`src/rtl/bcd_to_binary.sv`:
```
// bcd_to_binary: sequential eight-digit signed BCD to 32-bit two's-complement
// converter using reverse double-dabble (shift right, subtract 3 from every
// nibble >= 8). A start/done handshake frames each conversion. A valid
// conversion takes 32 SHIFT cycles plus one FINISH cycle. Digits above 9 are
// rejected in one cycle with error set and binary forced to zero.

// Protocol checker: the handshake outputs must stay mutually consistent.
module bcd_to_binary_checker #(
    parameter int WIDTH = 32'sd32
) (
    input logic             clk,
    input logic             reset,
    input logic             busy,
    input logic             done,
    input logic             error,
    input logic [WIDTH-1:0] binary
);

    // done is only raised as busy drops, so both are never high together
    a_done_not_busy: assert property (@(posedge clk) disable iff (reset)
        !(done && busy));

    // done is a single-cycle pulse
    a_done_pulse: assert property (@(posedge clk) disable iff (reset)
        done |=> !done);

    // a rejected conversion always reports a zero result
    a_error_zero: assert property (@(posedge clk) disable iff (reset)
        error |-> (binary == '0));

endmodule

module bcd_to_binary #(
    parameter int DIGITS = 32'sd8,
    parameter int WIDTH  = 32'sd32
) (
    input  logic             clk,
    input  logic             reset,
    input  logic             start,
    input  logic             neg,
    input  logic [3:0]       first,
    input  logic [3:0]       second,
    input  logic [3:0]       third,
    input  logic [3:0]       fourth,
    input  logic [3:0]       fifth,
    input  logic [3:0]       sixth,
    input  logic [3:0]       seventh,
    input  logic [3:0]       eighth,
    output logic [WIDTH-1:0] binary,
    output logic             busy,
    output logic             done,
    output logic             error
);

    localparam int BCD_W = DIGITS * 32'sd4;
    localparam int CNT_W = $clog2(WIDTH);
    localparam logic [CNT_W-1:0] LAST_COUNT = CNT_W'(WIDTH - 32'sd1);

    typedef enum logic [1:0] {
        IDLE   = 2'd0,
        SHIFT  = 2'd1,
        FINISH = 2'd2
    } state_t;

    // Reverse double-dabble correction for one digit: after a right shift a
    // nibble >= 8 has absorbed a bit worth 10 in decimal that is worth 16 in
    // binary, so 3 is taken back out.
    function automatic logic [3:0] adjust_nibble(input logic [3:0] nib);
        logic [3:0] res;
        if (nib >= 4'd8) begin
            res = nib - 4'd3;
        end else begin
            res = nib;
        end
        return res;
    endfunction

    // Apply the per-digit correction across the whole BCD register.
    function automatic logic [BCD_W-1:0] adjust_bcd(input logic [BCD_W-1:0] b);
        return {adjust_nibble(b[31:28]), adjust_nibble(b[27:24]),
                adjust_nibble(b[23:20]), adjust_nibble(b[19:16]),
                adjust_nibble(b[15:12]), adjust_nibble(b[11:8]),
                adjust_nibble(b[7:4]),   adjust_nibble(b[3:0])};
    endfunction

    // True when one digit code lies outside 0..9.
    function automatic logic nibble_invalid(input logic [3:0] nib);
        return (nib > 4'd9);
    endfunction

    // True when any of the eight digits is not a decimal digit.
    function automatic logic bcd_invalid(input logic [BCD_W-1:0] b);
        return nibble_invalid(b[31:28]) | nibble_invalid(b[27:24]) |
               nibble_invalid(b[23:20]) | nibble_invalid(b[19:16]) |
               nibble_invalid(b[15:12]) | nibble_invalid(b[11:8])  |
               nibble_invalid(b[7:4])   | nibble_invalid(b[3:0]);
    endfunction

    state_t            state_r, state_next_s;
    logic [BCD_W-1:0]  bcd_r, bcd_next_s;
    logic [WIDTH-1:0]  acc_r, acc_next_s;
    logic [CNT_W-1:0]  count_r, count_next_s;
    logic              neg_r, neg_next_s;
    logic              invalid_r, invalid_next_s;
    logic [WIDTH-1:0]  binary_r, binary_next_s;
    logic              busy_r, busy_next_s;
    logic              done_r, done_next_s;
    logic              error_r, error_next_s;

    logic [BCD_W-1:0]  digits_s;
    logic [BCD_W-1:0]  shifted_bcd_s;
    logic [WIDTH-1:0]  shifted_acc_s;

    assign digits_s      = {eighth, seventh, sixth, fifth, fourth, third, second, first};
    assign shifted_bcd_s = {1'b0, bcd_r[BCD_W-1:1]};
    assign shifted_acc_s = {bcd_r[0], acc_r[WIDTH-1:1]};

    // State, datapath and output registers with synchronous reset.
    always_ff @(posedge clk) begin
        if (reset) begin
            state_r   <= IDLE;
            bcd_r     <= '0;
            acc_r     <= '0;
            count_r   <= '0;
            neg_r     <= 1'b0;
            invalid_r <= 1'b0;
            binary_r  <= '0;
            busy_r    <= 1'b0;
            done_r    <= 1'b0;
            error_r   <= 1'b0;
        end else begin
            state_r   <= state_next_s;
            bcd_r     <= bcd_next_s;
            acc_r     <= acc_next_s;
            count_r   <= count_next_s;
            neg_r     <= neg_next_s;
            invalid_r <= invalid_next_s;
            binary_r  <= binary_next_s;
            busy_r    <= busy_next_s;
            done_r    <= done_next_s;
            error_r   <= error_next_s;
        end
    end

    // Next-state and next-register values; everything holds unless the
    // current state says otherwise, and done defaults low so it pulses.
    always_comb begin
        state_next_s   = state_r;
        bcd_next_s     = bcd_r;
        acc_next_s     = acc_r;
        count_next_s   = count_r;
        neg_next_s     = neg_r;
        invalid_next_s = invalid_r;
        binary_next_s  = binary_r;
        busy_next_s    = busy_r;
        done_next_s    = 1'b0;
        error_next_s   = error_r;

        case (state_r)
            IDLE: begin
                if (start) begin
                    bcd_next_s     = digits_s;
                    acc_next_s     = '0;
                    neg_next_s     = neg;
                    count_next_s   = '0;
                    invalid_next_s = bcd_invalid(digits_s);
                    busy_next_s    = 1'b1;
                    if (bcd_invalid(digits_s)) begin
                        state_next_s = FINISH;
                    end else begin
                        state_next_s = SHIFT;
                    end
                end else begin
                    busy_next_s  = 1'b0;
                    state_next_s = IDLE;
                end
            end

            SHIFT: begin
                bcd_next_s   = adjust_bcd(shifted_bcd_s);
                acc_next_s   = shifted_acc_s;
                count_next_s = count_r + {{(CNT_W-1){1'b0}}, 1'b1};
                if (count_r == LAST_COUNT) begin
                    state_next_s = FINISH;
                end else begin
                    state_next_s = SHIFT;
                end
            end

            FINISH: begin
                if (invalid_r) begin
                    binary_next_s = '0;
                    error_next_s  = 1'b1;
                end else begin
                    error_next_s = 1'b0;
                    if (neg_r) begin
                        binary_next_s = ~acc_r + {{(WIDTH-1){1'b0}}, 1'b1};
                    end else begin
                        binary_next_s = acc_r;
                    end
                end
                done_next_s  = 1'b1;
                busy_next_s  = 1'b0;
                state_next_s = IDLE;
            end

            default: begin
                busy_next_s  = 1'b0;
                state_next_s = IDLE;
            end
        endcase
    end

    assign binary = binary_r;
    assign busy   = busy_r;
    assign done   = done_r;
    assign error  = error_r;

    bcd_to_binary_checker #(
        .WIDTH (WIDTH)
    ) u_checker (
        .clk    (clk),
        .reset  (reset),
        .busy   (busy_r),
        .done   (done_r),
        .error  (error_r),
        .binary (binary_r)
    );

endmodule
```
`config.mk`:
```
export PLATFORM = sky130hd
export DESIGN_NAME = bcd_to_binary
export DESIGN_NICKNAME = d
export VERILOG_FILES = /design/src/rtl/bcd_to_binary.sv
export SDC_FILE = /design/constraint.sdc
export NUM_CORES = 1
export LEC_CHECK = 0
export ABC_AREA = 1
export CORE_MARGIN = 2
export CORE_UTILIZATION = 40
export CTS_BUF_LIST = sky130_fd_sc_hd__clkbuf_16
export DETAILED_ROUTE_END_ITERATION = 10
export HOLD_SLACK_MARGIN = 0.1
export PLACE_DENSITY = 0.72
export SLEW_MARGIN = 10
export SYNTH_ARGS = -nofsm -noshare
export SYNTH_HDL_FRONTEND = slang
export SYNTH_SLANG_ARGS = --single-unit
```
`constraint.sdc`:
```
create_clock -name clk -period 1.9 [get_ports clk]
set_input_delay 0.19 -clock clk [delete_from_list [all_inputs] [get_ports clk]]
set_output_delay 0.19 -clock clk [all_outputs]
set_load 0.005 [all_outputs]
```
==> load_flow_metrics.sql <==
INSERT INTO impl_metrics (metric_group, metric, value, unit) VALUES
('synthesis', 'synth_cells', '801', ''),
('route', 'detailed_route_via_count', '5260', ''),
('clock_tree', 'clock_sink_count', '108', ''),
('route', 'drt_first_iter_violations', '319', ''),
('synthesis', 'seq_area_frac_synth', '38.5', '%'),
('sta', 'slew_margin_rel', '65.1', '%'),
('global_routing', 'grt_start_max_net_pins', '40', ''),
('sta', 'fmaxAchievable', '0.592', 'GHz'),
('global_routing', 'via_count_of_the_first_global_routing_pass', '4841', ''),
('setup_path', 'critical_path.reg2reg.startpoint', 'neg_r$_SDFFE_PP0P_', ''),
('synthesis', 'synth_enable_flop_cells', '0', ''),
('setup_path', 'setup.worst_path.start', 'neg_r$_SDFFE_PP0P_', ''),
('sta', 'number_of_setup_violations_in_the_final_report', '0', ''),
('setup_path', 'crit_type', 'register to register', ''),
('power', 'static-leakage-power', '0.00284', 'uW'),
('global_routing', 'track_usage', '19.0', '%'),
('synthesis', 'synth_cell_types', '42', ''),
('clock_tree', 'max-clock-path-buffers', '2', ''),
('worst_hold_path', 'hold_path_class', 'primary input to register', ''),
('die', 'die_h', '122', 'um'),
('placed_design', 'port_buffers', '70', ''),
('global_routing', 'sum_of_overflow_across_all_layers_after_global_routing', '0', ''),
('sta', 'finalCritPeriodShare', '88.9', '%'),
('clock_tree', 'hold_buffers', '0', ''),
('power', 'ir_drop', '474', 'uV'),
('route', 'antenna_nets_post_route', '0', ''),
('cells_and_area', 'finish.net_count', '913', ''),
('synthesis', 'yosys_warnings', '0', ''),
('sta', 'finClkSkew', '0.00400', 'ns'),
('die', 'floorplan.die_area', '15000', 'um^2'),
('route', 'finalWirelength', '13300', 'um'),
('route', 'route.detailed.vias_per_inst', '5.03', ''),
('cells_and_area', 'layout_common_cells', 'sky130_fd_sc_hd__nand2_1 (219), sky130_fd_sc_hd__a21oi_1 (111), sky130_fd_sc_hd__dfxtp_1 (108), sky130_fd_sc_hd__inv_1 (89), sky130_fd_sc_hd__clkdlybuf4s50_1 (69)', ''),
('die', 'floorplan.die.width', '122', 'um'),
('setup_path', 'timing.reg2reg.worst_path_depth', '7', ''),
('setup_path', 'critical_path.reg2reg.endpoint', 'binary[24]$_SDFFE_PP0P_', ''),
('die', 'floorplan.initialDensity', '40.8', '%'),
('synthesis', 'synthesis.nets', '854', ''),
('cells_and_area', 'fraction_of_the_core_area_covered_by_cells_at_the_end_of_the_flow', '49.1', '%'),
('cells_and_area', 'layoutNonFillerInstCount', '1045', ''),
('route', 'wl_met2', '6010', 'um'),
('synthesis', 'synthesis.area_per_instance', '7.01', 'um^2'),
('outcome', 'run_status', 'finished, final reports clean', ''),
('synthesis', 'post_synthesis_sequential_element_count', '108', ''),
('cells_and_area', 'areaGrowthSynthToFinish', '20.4', '%'),
('sta', 'tns', '0', 'ns'),
('clock_tree', 'cts.root.buffer_cell', 'sky130_fd_sc_hd__clkbuf_16', ''),
('synthesis', 'async_reset_ff_share', '0', '%'),
('clock_tree', 'clock_insertion_delay_worst_skew', '0.36', 'ns'),
('synthesis', 'synthesis.area', '5620', 'um^2'),
('power', 'power_per_cell_area', '685', 'nW/um^2'),
('placed_design', 'post-place-cells', '1029', ''),
('sta', 'max_slew.worst_pin.slew', '0.522', 'ns'),
('global_routing', 'number_of_antenna_violations_at_the_first_check_in_global_routing', '0', ''),
('route', 'firstDrtPassIters', '4', ''),
('cells_and_area', 'ratio_of_cells_with_drive_above_1_in_the_final_layout', '7.86', '%'),
('route', 'detail_route.drc_violations', '0', ''),
('job', 'cap_viol_max_count', '0', ''),
('sta', 'rsz_0062_raised_after_global_routing', 'false', ''),
('route', 'routed-wl-met3', '540', 'um'),
('clock_tree', 'htreeDepth', '3', ''),
('sta', 'final_period_minus_worst_setup_slack', '1.69', 'ns'),
('cells_and_area', 'most_common_cell_after_layout_fill_and_taps_aside', 'sky130_fd_sc_hd__nand2_1', ''),
('setup_path', 'worst-r2r-setup-slack', '0.21', 'ns'),
('setup_path', 'crit_end', 'binary[24]$_SDFFE_PP0P_', ''),
('sta', 'hold_viol_final', '0', ''),
('clock_tree', 'cts_buffers', '9', ''),
('setup_path', 'critPathLaunchType', 'register', ''),
('sta', 'maxSlewViolCount', '0', ''),
('cells_and_area', 'insertedDiodeCount', '0', ''),
('setup_path', 'critical_path_arrival', '1.92', 'ns');
synthesized netlist by cell type (6+ instances only):
cell | n | share of area [%]
sky130_fd_sc_hd__nand4_1 | 9 | 1.0
sky130_fd_sc_hd__o221ai_1 | 11 | 1.7
sky130_fd_sc_hd__nor2_1 | 34 | 2.3
sky130_fd_sc_hd__o21ai_1 | 9 | 0.80
sky130_fd_sc_hd__dfxtp_1 | 108 | 38
sky130_fd_sc_hd__nand2_1 | 219 | 15
sky130_fd_sc_hd__ha_1 | 17 | 3.8
sky130_fd_sc_hd__a21oi_2 | 6 | 0.94
sky130_fd_sc_hd__o21ai_0 | 47 | 4.2
sky130_fd_sc_hd__clkbuf_1 | 15 | 1.0
sky130_fd_sc_hd__o211ai_2 | 6 | 1.3
sky130_fd_sc_hd__a21oi_1 | 111 | 9.9
sky130_fd_sc_hd__inv_1 | 89 | 5.9
sky130_fd_sc_hd__nor3_1 | 8 | 0.71
sky130_fd_sc_hd__inv_2 | 7 | 0.47
sky130_fd_sc_hd__buf_2 | 16 | 1.4
sky130_fd_sc_hd__nand3_1 | 49 | 4.4
worst min-delay path by stage:
stage	slack [ns]	endpoint	start	cells past startpoint
floorplan	0.34	bcd_r[31]$_SDFFE_PP0P_	eighth[3]	2
global placement	0.45	binary[11]$_SDFFE_PP0P_	binary[11]$_SDFFE_PP0P_	2
detailed placement	0.46	binary[19]$_SDFFE_PP0P_	binary[19]$_SDFFE_PP0P_	2
CTS	0.21	acc_r[30]$_SDFFE_PP0P_	reset	2
global route	0.23	acc_r[30]$_SDFFE_PP0P_	reset	2
finish	0.22	acc_r[30]$_SDFFE_PP0P_	reset	2
cells by family after synthesis:
family                     count (synthesis)  synth area share [%]
adders and majority gates                 17                  3.79
and+or+nand+nor                          335                  26.1
xor gates and xnor gates                   2                 0.312
AOI/OAI and AO/OA                        204                  21.5
DFF                                      108                  38.5
buffers and inverters                    135                  9.80
power by group:
group / switching [uW] / internal [uW] / total [uW] / leakage, uW
Combinational: 291 / 193 / 484 / 0.00183
Clock: 889 / 897 / 1790 / 0.000134
Sequential: 46.5 / 2320 / 2360 / 0.000877
Total: 1230 / 3410 / 4630 / 0.00284
flip-flops by register name, indices dropped and copies added (netlist names):
| name | count |
|---|---|
| count_r | 5 |
| invalid_r | 1 |
| busy | 1 |
| neg_r | 1 |
| error | 1 |
| acc_r | 32 |
| binary | 32 |
| bcd_r | 32 |
| state_r | 2 |
| done | 1 |
repair_timing:
item                       4_1_cts  5_1_grt
gates resized for setup          0        1
setup buffers                    0        0
setup endpoints to repair        0        1
metrics by stage:
step,power [uW],setup slack (ns),hold WS [ns],cell area (um^2)
after CTS,4680,0.229,0.212,6760
after detailed placement,2900,0.248,0.457,6480
after global routing,4840,0.00643,0.226,6760
after global placement,2890,0.265,0.452,6480
after floorplan,2720,0.447,0.338,5620
final,4630,0.211,0.222,6760
critical path, stage by stage (launching register included):
cell and delay, ns:
sky130_fd_sc_hd__dfxtp_1 0.65, sky130_fd_sc_hd__inv_1 0.25, sky130_fd_sc_hd__a21oi_1 0.31, sky130_fd_sc_hd__nor2_4 0.10, sky130_fd_sc_hd__nand3_1 0.08, sky130_fd_sc_hd__nand2_1 0.05, sky130_fd_sc_hd__nand3_1 0.06, sky130_fd_sc_hd__a21oi_1 0.06
layout make-up:
class	count	area [um^2]
inverter	99	377
clock inverter	7	51.3
sequential	108	2160
clock buffer	9	225
multi-input combinational	558	2910
fill	1418	7010
tap	180	225
timing repair buffer	84	813
per-layer routing:
layer / global-route usage, % / vias to the layer above
met3: 4.46 / 19
met1: 25.1 / 2389
met5: 0 / -
met4: 6.18 / 0
met2: 30.6 / 100
li1: - / 2752
Power figures use the tool's default switching activity.
